==> config.mk <==
export PLATFORM = sky130hd
export DESIGN_NAME = uart_tx_mmio
export DESIGN_NICKNAME = d
export VERILOG_FILES = /design/src/rtl/uart_tx_mmio.sv
export SDC_FILE = /design/constraint.sdc
export NUM_CORES = 1
export LEC_CHECK = 0
export CORE_MARGIN = 1
export CORE_UTILIZATION = 48
export DETAILED_ROUTE_END_ITERATION = 12
export PLACE_DENSITY = 0.84
export SYNTH_ARGS = -nofsm -noshare
export SYNTH_HDL_FRONTEND = slang
export SYNTH_SLANG_ARGS = --single-unit
==> constraint.sdc <==
create_clock -name clk -period 5.1 [get_ports clk]
set_input_delay 0.765 -clock clk [delete_from_list [all_inputs] [get_ports clk]]
set_output_delay 0.765 -clock clk [all_outputs]
set_load 0.005 [all_outputs]
==> src/rtl/uart_tx_mmio.sv <==
// Memory-mapped 8N1 serial transmitter: CPU stores to BASE_ADDR queue bytes in a
// FIFO; status at BASE_ADDR+8 reports ready/idle/overflow/count.
module uart_tx_mmio #(
  parameter logic [63:0] BASE_ADDR  = 64'h0000_0000_1000_0000,
  parameter int unsigned CLK_DIV    = 16,
  parameter int unsigned FIFO_DEPTH = 8
) (
  input  logic        clk,
  input  logic        rstn,
  input  logic        en,
  input  logic        wr,
  input  logic [7:0]  strb,
  input  logic [63:0] addr,
  input  logic [63:0] wdata,
  output logic [63:0] rdata,
  output logic        tx,
  output logic        busy
);

  localparam int unsigned   PW        = $clog2(FIFO_DEPTH);
  localparam int unsigned   CW        = PW + 1;
  localparam logic [CW-1:0] DEPTH_C   = CW'(FIFO_DEPTH);
  localparam logic [15:0]   DIV_LAST  = 16'(CLK_DIV - 1);
  localparam logic [63:0]   STAT_ADDR = BASE_ADDR + 64'd8;

  typedef enum logic [1:0] {IDLE, START, DATA, STOP} state_e;

  state_e        state_q, state_d;
  logic [15:0]   div_q, div_d;
  logic [2:0]    bit_q, bit_d;
  logic [7:0]    shift_q, shift_d;
  logic          tx_q, tx_d;
  logic          ovf_q, ovf_d;
  logic [CW-1:0] count_q, count_d;
  logic [PW-1:0] wptr_q, wptr_d, rptr_q, rptr_d;
  logic [7:0]    mem_q [FIFO_DEPTH];

  logic hit_data, hit_stat, push_req, push_ok, pop, ovf_clr, div_last;

  assign hit_data = en & (addr == BASE_ADDR);
  assign hit_stat = en & (addr == STAT_ADDR);
  assign push_req = hit_data & wr & strb[0];
  assign ovf_clr  = hit_stat & wr & strb[0] & wdata[2];
  assign div_last = (div_q == DIV_LAST);
  // A full FIFO still accepts when the serialiser frees a slot on the same edge.
  assign push_ok  = push_req & ((count_q < DEPTH_C) | pop);

  always_comb begin
    state_d = state_q;
    div_d   = div_q;
    bit_d   = bit_q;
    shift_d = shift_q;
    pop     = 1'b0;
    unique case (state_q)
      IDLE: begin
        div_d = '0;
        if (count_q != '0) begin
          pop     = 1'b1;
          shift_d = mem_q[rptr_q];
          state_d = START;
        end
      end
      START: begin
        div_d = div_q + 16'd1;
        if (div_last) begin
          div_d   = '0;
          bit_d   = '0;
          state_d = DATA;
        end
      end
      DATA: begin
        div_d = div_q + 16'd1;
        if (div_last) begin
          div_d   = '0;
          shift_d = {1'b0, shift_q[7:1]};
          bit_d   = bit_q + 3'd1;
          if (bit_q == 3'd7) state_d = STOP;
        end
      end
      STOP: begin
        div_d = div_q + 16'd1;
        if (div_last) begin
          div_d   = '0;
          state_d = IDLE;
          if (count_q != '0) begin
            pop     = 1'b1;
            shift_d = mem_q[rptr_q];
            state_d = START;
          end
        end
      end
      default: state_d = IDLE;
    endcase
  end

  // tx is registered from the next state so the line changes on the same edge as the FSM.
  always_comb begin
    tx_d = 1'b1;
    unique case (state_d)
      START:   tx_d = 1'b0;
      DATA:    tx_d = shift_d[0];
      default: tx_d = 1'b1;
    endcase
  end

  always_comb begin
    count_d = count_q;
    wptr_d  = wptr_q;
    rptr_d  = rptr_q;
    if (push_ok) wptr_d = wptr_q + PW'(1);
    if (pop)     rptr_d = rptr_q + PW'(1);
    unique case ({push_ok, pop})
      2'b10:   count_d = count_q + CW'(1);
      2'b01:   count_d = count_q - CW'(1);
      default: count_d = count_q;
    endcase
    ovf_d = (ovf_q & ~ovf_clr) | (push_req & ~push_ok);
  end

  always_ff @(posedge clk) begin
    if (!rstn) begin
      state_q <= IDLE;
      div_q   <= '0;
      bit_q   <= '0;
      shift_q <= '0;
      tx_q    <= 1'b1;
      ovf_q   <= 1'b0;
      count_q <= '0;
      wptr_q  <= '0;
      rptr_q  <= '0;
    end else begin
      state_q <= state_d;
      div_q   <= div_d;
      bit_q   <= bit_d;
      shift_q <= shift_d;
      tx_q    <= tx_d;
      ovf_q   <= ovf_d;
      count_q <= count_d;
      wptr_q  <= wptr_d;
      rptr_q  <= rptr_d;
    end
  end

  always_ff @(posedge clk) begin
    if (push_ok) mem_q[wptr_q] <= wdata[7:0];
  end

  always_comb begin
    rdata = '0;
    if (hit_stat && !wr) begin
      rdata[0]    = (count_q < DEPTH_C);
      rdata[1]    = (count_q == '0) && (state_q == IDLE);
      rdata[2]    = ovf_q;
      rdata[15:8] = 8'(count_q);
    end
  end

  assign tx   = tx_q;
  assign busy = (count_q != '0) | (state_q != IDLE);

endmodule

==> flow_metrics.env <==
export IMPL_status="completed"
export IMPL_p_leak_uw=0.00218
export IMPL_path_max_fanout=5
export IMPL_wl_per_cell_um=15.6
export IMPL_worst_setup_path_start_kind="input pin"
export IMPL_grt_use_total_pct=19.3
export IMPL_rows=38
export IMPL_hold_buffers=0
export IMPL_overflow=0
export IMPL_wl_um=10400
export IMPL_hold_class="reg2reg"
export IMPL_drt_initial_drc_count=178
export IMPL_hold_start="div_q[0]$_SDFF_PP0_"
export IMPL_synth_area_leaders="edfxtp_1 36%, dfxtp_1 16%, buf_4 8.0%"
export IMPL_final_setup_tns_ns=0
export IMPL_reg2regPathDepth=11
export IMPL_fin_skew_ns=0.0109
export IMPL_r2r_start="div_q[13]$_SDFF_PP0_"
export IMPL_clock_latency_ns=0.37
export IMPL_nFillCells=849
export IMPL_cts_tree="done"
export IMPL_finalPower_uw=1500
export IMPL_setup_viol=0
export IMPL_synth_warnings=0
export IMPL_cp_end_kind="output pin"
export IMPL_reg2reg_slack_ns=1.73
export IMPL_final_nets=679
export IMPL_die_y_um=108
export IMPL_io_pins=206
export IMPL_grt_max_degree=25
export IMPL_ys_seq_area_share_pct=52.4
export IMPL_cts_resized=0
export IMPL_hold_depth=1
export IMPL_die_area_mm2=0.0116
export IMPL_worst_slew_pin_slew_ns=1.03
export IMPL_yosysUniqueCellTypes=56
export IMPL_powerDensity_mw_per_mm2=238
export IMPL_remaining_drc_errors=0
export IMPL_initial_core_util_pct=49.3
export IMPL_period_share_pct=77.6
export IMPL_post_synth_top_area_cell="edfxtp_1"
export IMPL_crit_arrival_ns=3.19
export IMPL_place_area_mm2=0.00613
export IMPL_slew_violations=0
export IMPL_max_freq_mhz=253
export IMPL_min_period_ns=3.96
export IMPL_avgSynthCellArea_um2=12.1
export IMPL_cts_setup_buffers=0
export IMPL_dp_hpwl_um=7700
export IMPL_cts_buffers_inserted=9
export IMPL_crit_type="in2out"
export IMPL_die_w_um=108
export IMPL_gp_congestion=0.846
export IMPL_grt_pass1_wl_um=17100
export IMPL_cts_root_buf="clkbuf_8"
export IMPL_slew_headroom_pct=31.0
export IMPL_core_mm2=0.0108
export IMPL_cts_max_path_buffers=2
export IMPL_final_cell_area_mm2=0.00632
export IMPL_io_buffer_count=85
export IMPL_first_pass_iters=4
export IMPL_h_tree_depth=3
export IMPL_drv_cap=0
export IMPL_syn_cell_area_mm2=0.00535
export IMPL_synth_top_area_share_pct=35.9
export IMPL_n_antenna_cell=0
export IMPL_synth_enable_flop_cells=64
export IMPL_num_vias=3585
export IMPL_antenna_found_initial=0
export IMPL_drive_gt1_share_pct=9.62
export IMPL_cp_required_ns=4.34
export IMPL_grt_pass1_vias=3557
export IMPL_hold_violations=0
export IMPL_synth_ff_type="edfxtp_1"
export IMPL_path_clk_slew_ns=0.10
export IMPL_area_growth_synth_to_final_pct=18.2
export IMPL_r2r_end="count_q[2]$_SDFFE_PN0P_"
export IMPL_ys_seq_elements=108
export IMPL_ys_async_sr_fraction_pct=0
export IMPL_clock_sinks=108
export IMPL_via_per_inst=5.35
export IMPL_ir_drop_mv=0.282
export IMPL_worstHoldEndpoint="div_q[0]$_SDFF_PP0_"
export IMPL_synth_cells=441
export IMPL_rsz0062_at_grt="false"
export IMPL_ant_nets=0
## cells in the mapped netlist (all sizes together) (5+ instances only)
library cell / n
inv: 8
clkbuf: 13
xor2: 11
nor2: 33
nand4: 10
a21boi: 5
and2: 9
a211oi: 6
xnor2: 5
nor4: 19
ha: 14
edfxtp: 64
o21ai: 12
mux4: 16
mux2i: 11
nor2b: 12
or3: 6
nor3: 9
a21oi: 8
dfxtp: 44
buf: 60
or4: 7
nand3: 8
nand2: 13
a221o: 6
## cell families (layout without fill, tap and decap cells)
group / after synthesis / count (layout) / share of synthesized area, %
AO/OA/AOI/OAI: 52 / 52 / 7.26
adder cells (fa/ha/maj): 14 / 14 / 3.28
AND/OR/NAND/NOR: 140 / 140 / 15.4
buffers and inverters: 81 / 114 / 9.74
other: 1 / 57 / 0.0701
XOR/XNOR: 16 / 16 / 2.62
flip-flops: 108 / 108 / 52.4
multiplexers: 29 / 29 / 9.22
## placed cells by master (no fill, tap or decap), types with 11 or more instances in the layout
cell type        instances
mux2i_1                 11
xor2_1                  11
conb_1                  57
ha_1                    14
clkdlybuf4s50_1         85
dfxtp_1                 44
nand2_1                 13
nor2b_1                 12
nor4_1                  18
mux4_2                  16
edfxtp_1                64
nor2_1                  33
o21ai_0                 11
## sequential cells by signal (all words and copies together), names as in the netlist, named ones only
register / flops
bit_q: 3
count_q: 4
div_q: 16
mem_q: 64
ovf_q: 1
rptr_q: 3
shift_q: 8
state_q: 2
tx: 1
wptr_q: 3
## through the flow
stage / util [%] / hold slack [ns] / setup WS [ns] / cells
floorplan: - / 0.431 / 2.03 / 497
global placement: 56.5 / 0.443 / 1.14 / 654
detailed placement: 56.5 / 0.456 / 1.11 / 654
CTS: 58.3 / 0.480 / 1.10 / 670
global route: 58.3 / 0.515 / 0.862 / 670
finish: 58.3 / 0.473 / 1.14 / 670
## critical path: stages
cell and delay [ns]:
clkdlybuf4s50_1 0.40, nor4b_1 0.40, nand4_1 0.21, nor4_4 0.37
nand2_1 0.18, nor2_1 0.20, and2_1 0.15, clkdlybuf4s50_1 0.51
## how the worst max path moves through the flow
stage / slack, ns / to / depth (start not counted) / start
3_5_place_dp: 1.11 / rdata[10] / 8 / addr[1]
4_1_cts: 1.10 / rdata[10] / 8 / addr[1]
5_1_grt: 0.86 / rdata[10] / 8 / addr[1]
2_1_floorplan: 2.03 / count_q[2]$_SDFFE_PN0P_ / 11 / div_q[13]$_SDFF_PP0_
6_report: 1.14 / rdata[10] / 8 / addr[1]
3_3_place_gp: 1.14 / rdata[10] / 8 / addr[1]
## per-layer routing
metal / routed length (um) / global-route usage (%)
met3: 455 / 4.60
met1: 4260 / 22.4
met5: 0 / 0
met4: 173 / 6.65
met2: 5540 / 34.7
## cell type report
cell class / instances / area [um^2] / share of cell area [%]
repair buffers: 90 / 888 / 14.1
clock buffers: 9 / 124 / 1.96
multi-input cells: 308 / 2230 / 35.3
well taps: 140 / 175 / 2.77
inverters: 8 / 30.0 / 0.475
flip-flops and latches: 108 / 2800 / 44.3
clock inverters: 7 / 66.3 / 1.05
## report_power, final
group          leakage, uW  total, uW     switching (uW)  internal [uW]
sequential        0.000929        921  0.000000000000191            921
clock            0.0000969        498                308            190
combinational      0.00115       84.7               30.2           54.5
Power figures use the tool's default switching activity.
==> variant: new RTL, same settings <==
Reset style: asynchronous (`rstn`), changed in one clocked block.
--- a/src/rtl/uart_tx_mmio.sv
+++ b/src/rtl/uart_tx_mmio.sv
@@ -118,5 +118,5 @@
   end
 
-  always_ff @(posedge clk) begin
+  always_ff @(posedge clk or negedge rstn) begin
     if (!rstn) begin
       state_q <= IDLE;
Check against the original RTL: differs if rstn is asserted again (counterexample within 4 cycles, from zero or initial values and one cycle with rstn low); with rstn held inactive, the same outputs for 10 cycles.
==> variant against the unedited design <==
Sequential cell count fell by 3. Total power decreased by 2.3%. Worst setup slack worse by 0.034 ns. Largest power group unchanged. Largest cell class unchanged. First-iteration DRC count rose by 4.5%. Synthesized cell count fell by 7.3%. Sequential power is 2% lower. Sequential share of layout area rose by 2.2 points. Clock skew hardly changed. Area after synthesis increased by 0.73%. Design area grew 0.28%. Routed wire length fell by 1.1%.
==> variant: results (changes against the unedited design) <==
outcome = completed
asr flop ratio synth = 39.05% (+39 points)
GRT busiest layer = met2
overall routed net length = 10320 µm (-1.1%)
initial antenna violation count = 0 (unchanged)
met3 wire length = 560 µm (+23%)
switching share of power = 22.13% (-0.35 points)
Seq pwr share = 61.5% (+0.2 points)
via/cell ratio = 5.292 (-1.1%)
Relative slew margins = 32.24% (+1.2 points)
vias in the first global route = 3463 (-2.6%)
clk_skew = 0.01140 ns (+0.0004691 ns)
register area share after synthesis = 54.76% (+2.3 points)
Sw Pwr = 324.8 µW (-3.8%)
routed length on met2 = 5525 µm (-0.29%)
VDD IR max = 0.0002093 V (-26%)
post_cts resized = 0 (unchanged)
reg2reg start = state_q[1]
Highest Signal Layer = met4
top flop regs = mem_q (64), div_q (16), shift_q (8)
filler instances = 856 (+0.82%)
1st-pass router iterations = 6 (+2)
largest net degree at the start of global routing = 42 (+68%)
met3 Usage GRT = 4.903% (+0.30 points)
total track usage = 19.34% (+0.042 points)
post-CTS setup repair buffer count = 0 (unchanged)
crit-path max cell delay = 0.51 ns (about the same)
met2 Resource Use GR = 35.07% (+0.41 points)
layout cells sized above 1 = 11.18% (+1.6 points)
largest cells by area after synthesis = edfxtp_1 36%, dfrtp_1 19%, buf_4 7.9%
drt first-iter violations = 186 (+4.5%)
GPL Wtd Cong = 0.8499 (+0.41%)
Final nets = 650 (-4.3%)
met1 Usage GRT = 22.91% (+0.54 points)
Crit Path Max Fanout = 7 (+2)
clock buffer count from CTS = 9 (unchanged)
hold crit path type = in2async
commonest cells in the netlist = 64 x edfxtp_1, 57 x buf_4, 40 x dfrtp_1, 38 x nor2_1, 16 x mux4_2
clock share of power = 32.7% (-0.4 points)
leakage power = 2.385 nW (+9.7%)
CP arrival = 3.23 ns (+0.04 ns)
clock root buffer = clkbuf_8
Worst Setup SP = addr[54]
hpwl dp = 7705 µm (about the same)
global-route wire length before repair = 16950 µm (-0.60%)
wl on met1 = 4152 µm (-2.6%)
==> variant: cell types whose count changed after synthesis, moves of 5 or more <==
cell and delta:
dfxtp_1 -44, dfrtp_1 +40, nor2b_1 -10, clkbuf_1 -7
a211oi_1 -6, a221o_1 -6, o21ai_1 +6, xnor2_1 +6
a22oi_1 +5, nor2_1 +5, o21ai_0 -5
==> variant: layout make-up <==
class	instances	area (µm²)	share of cell area (%)
inverter	6	22.52	0.3554
multi-input combinational	287	2147	33.88
clock inverter	5	51.30	0.8095
timing repair buffer	87	860.8	13.58
clock buffer	11	131.4	2.073
sequential	105	2949	46.54
tap	140	175.2	2.764
==> variant: cells by family (layout without fill, tap and decap cells) <==
group	after synthesis	in the layout	synth area share, %
AND/OR/NAND/NOR	118	118	13.13
flip-flops	105	105	54.76
buffers and inverters	73	109	9.270
AO/OA/AOI/OAI	48	48	6.901
multiplexers	29	29	9.201
XOR/XNOR	21	21	3.415
adder cells (fa/ha/maj)	14	14	3.253
other	1	57	0.06964
==> variant: through the flow <==
stage               instances  area (µm²)  setup WS [ns]  hold WS [ns]
CTS                       641        6337          1.137        0.5232
floorplan                 465        5595          2.149        0.4641
global route              641        6337         0.8876        0.5381
detailed placement        625        6155          1.156        0.5030
global placement          625        6155          1.177        0.4778
finish                    641        6337          1.110        0.5180
==> variant: worst paths after layout <==
path / to / slack (ns) / cells after the start
worst max-delay path: rdata[1] / 1.11 / 7
worst min-delay path: div_q[11] / 0.52 / 1
worst max register to register: count_q[2] / 2.00 / 12
worst min register to register: bit_q[2] / 0.52 / 1
max in group asynchronous: bit_q[2] / 4.01 / 1
min in group clk: bit_q[2] / 0.52 / 1
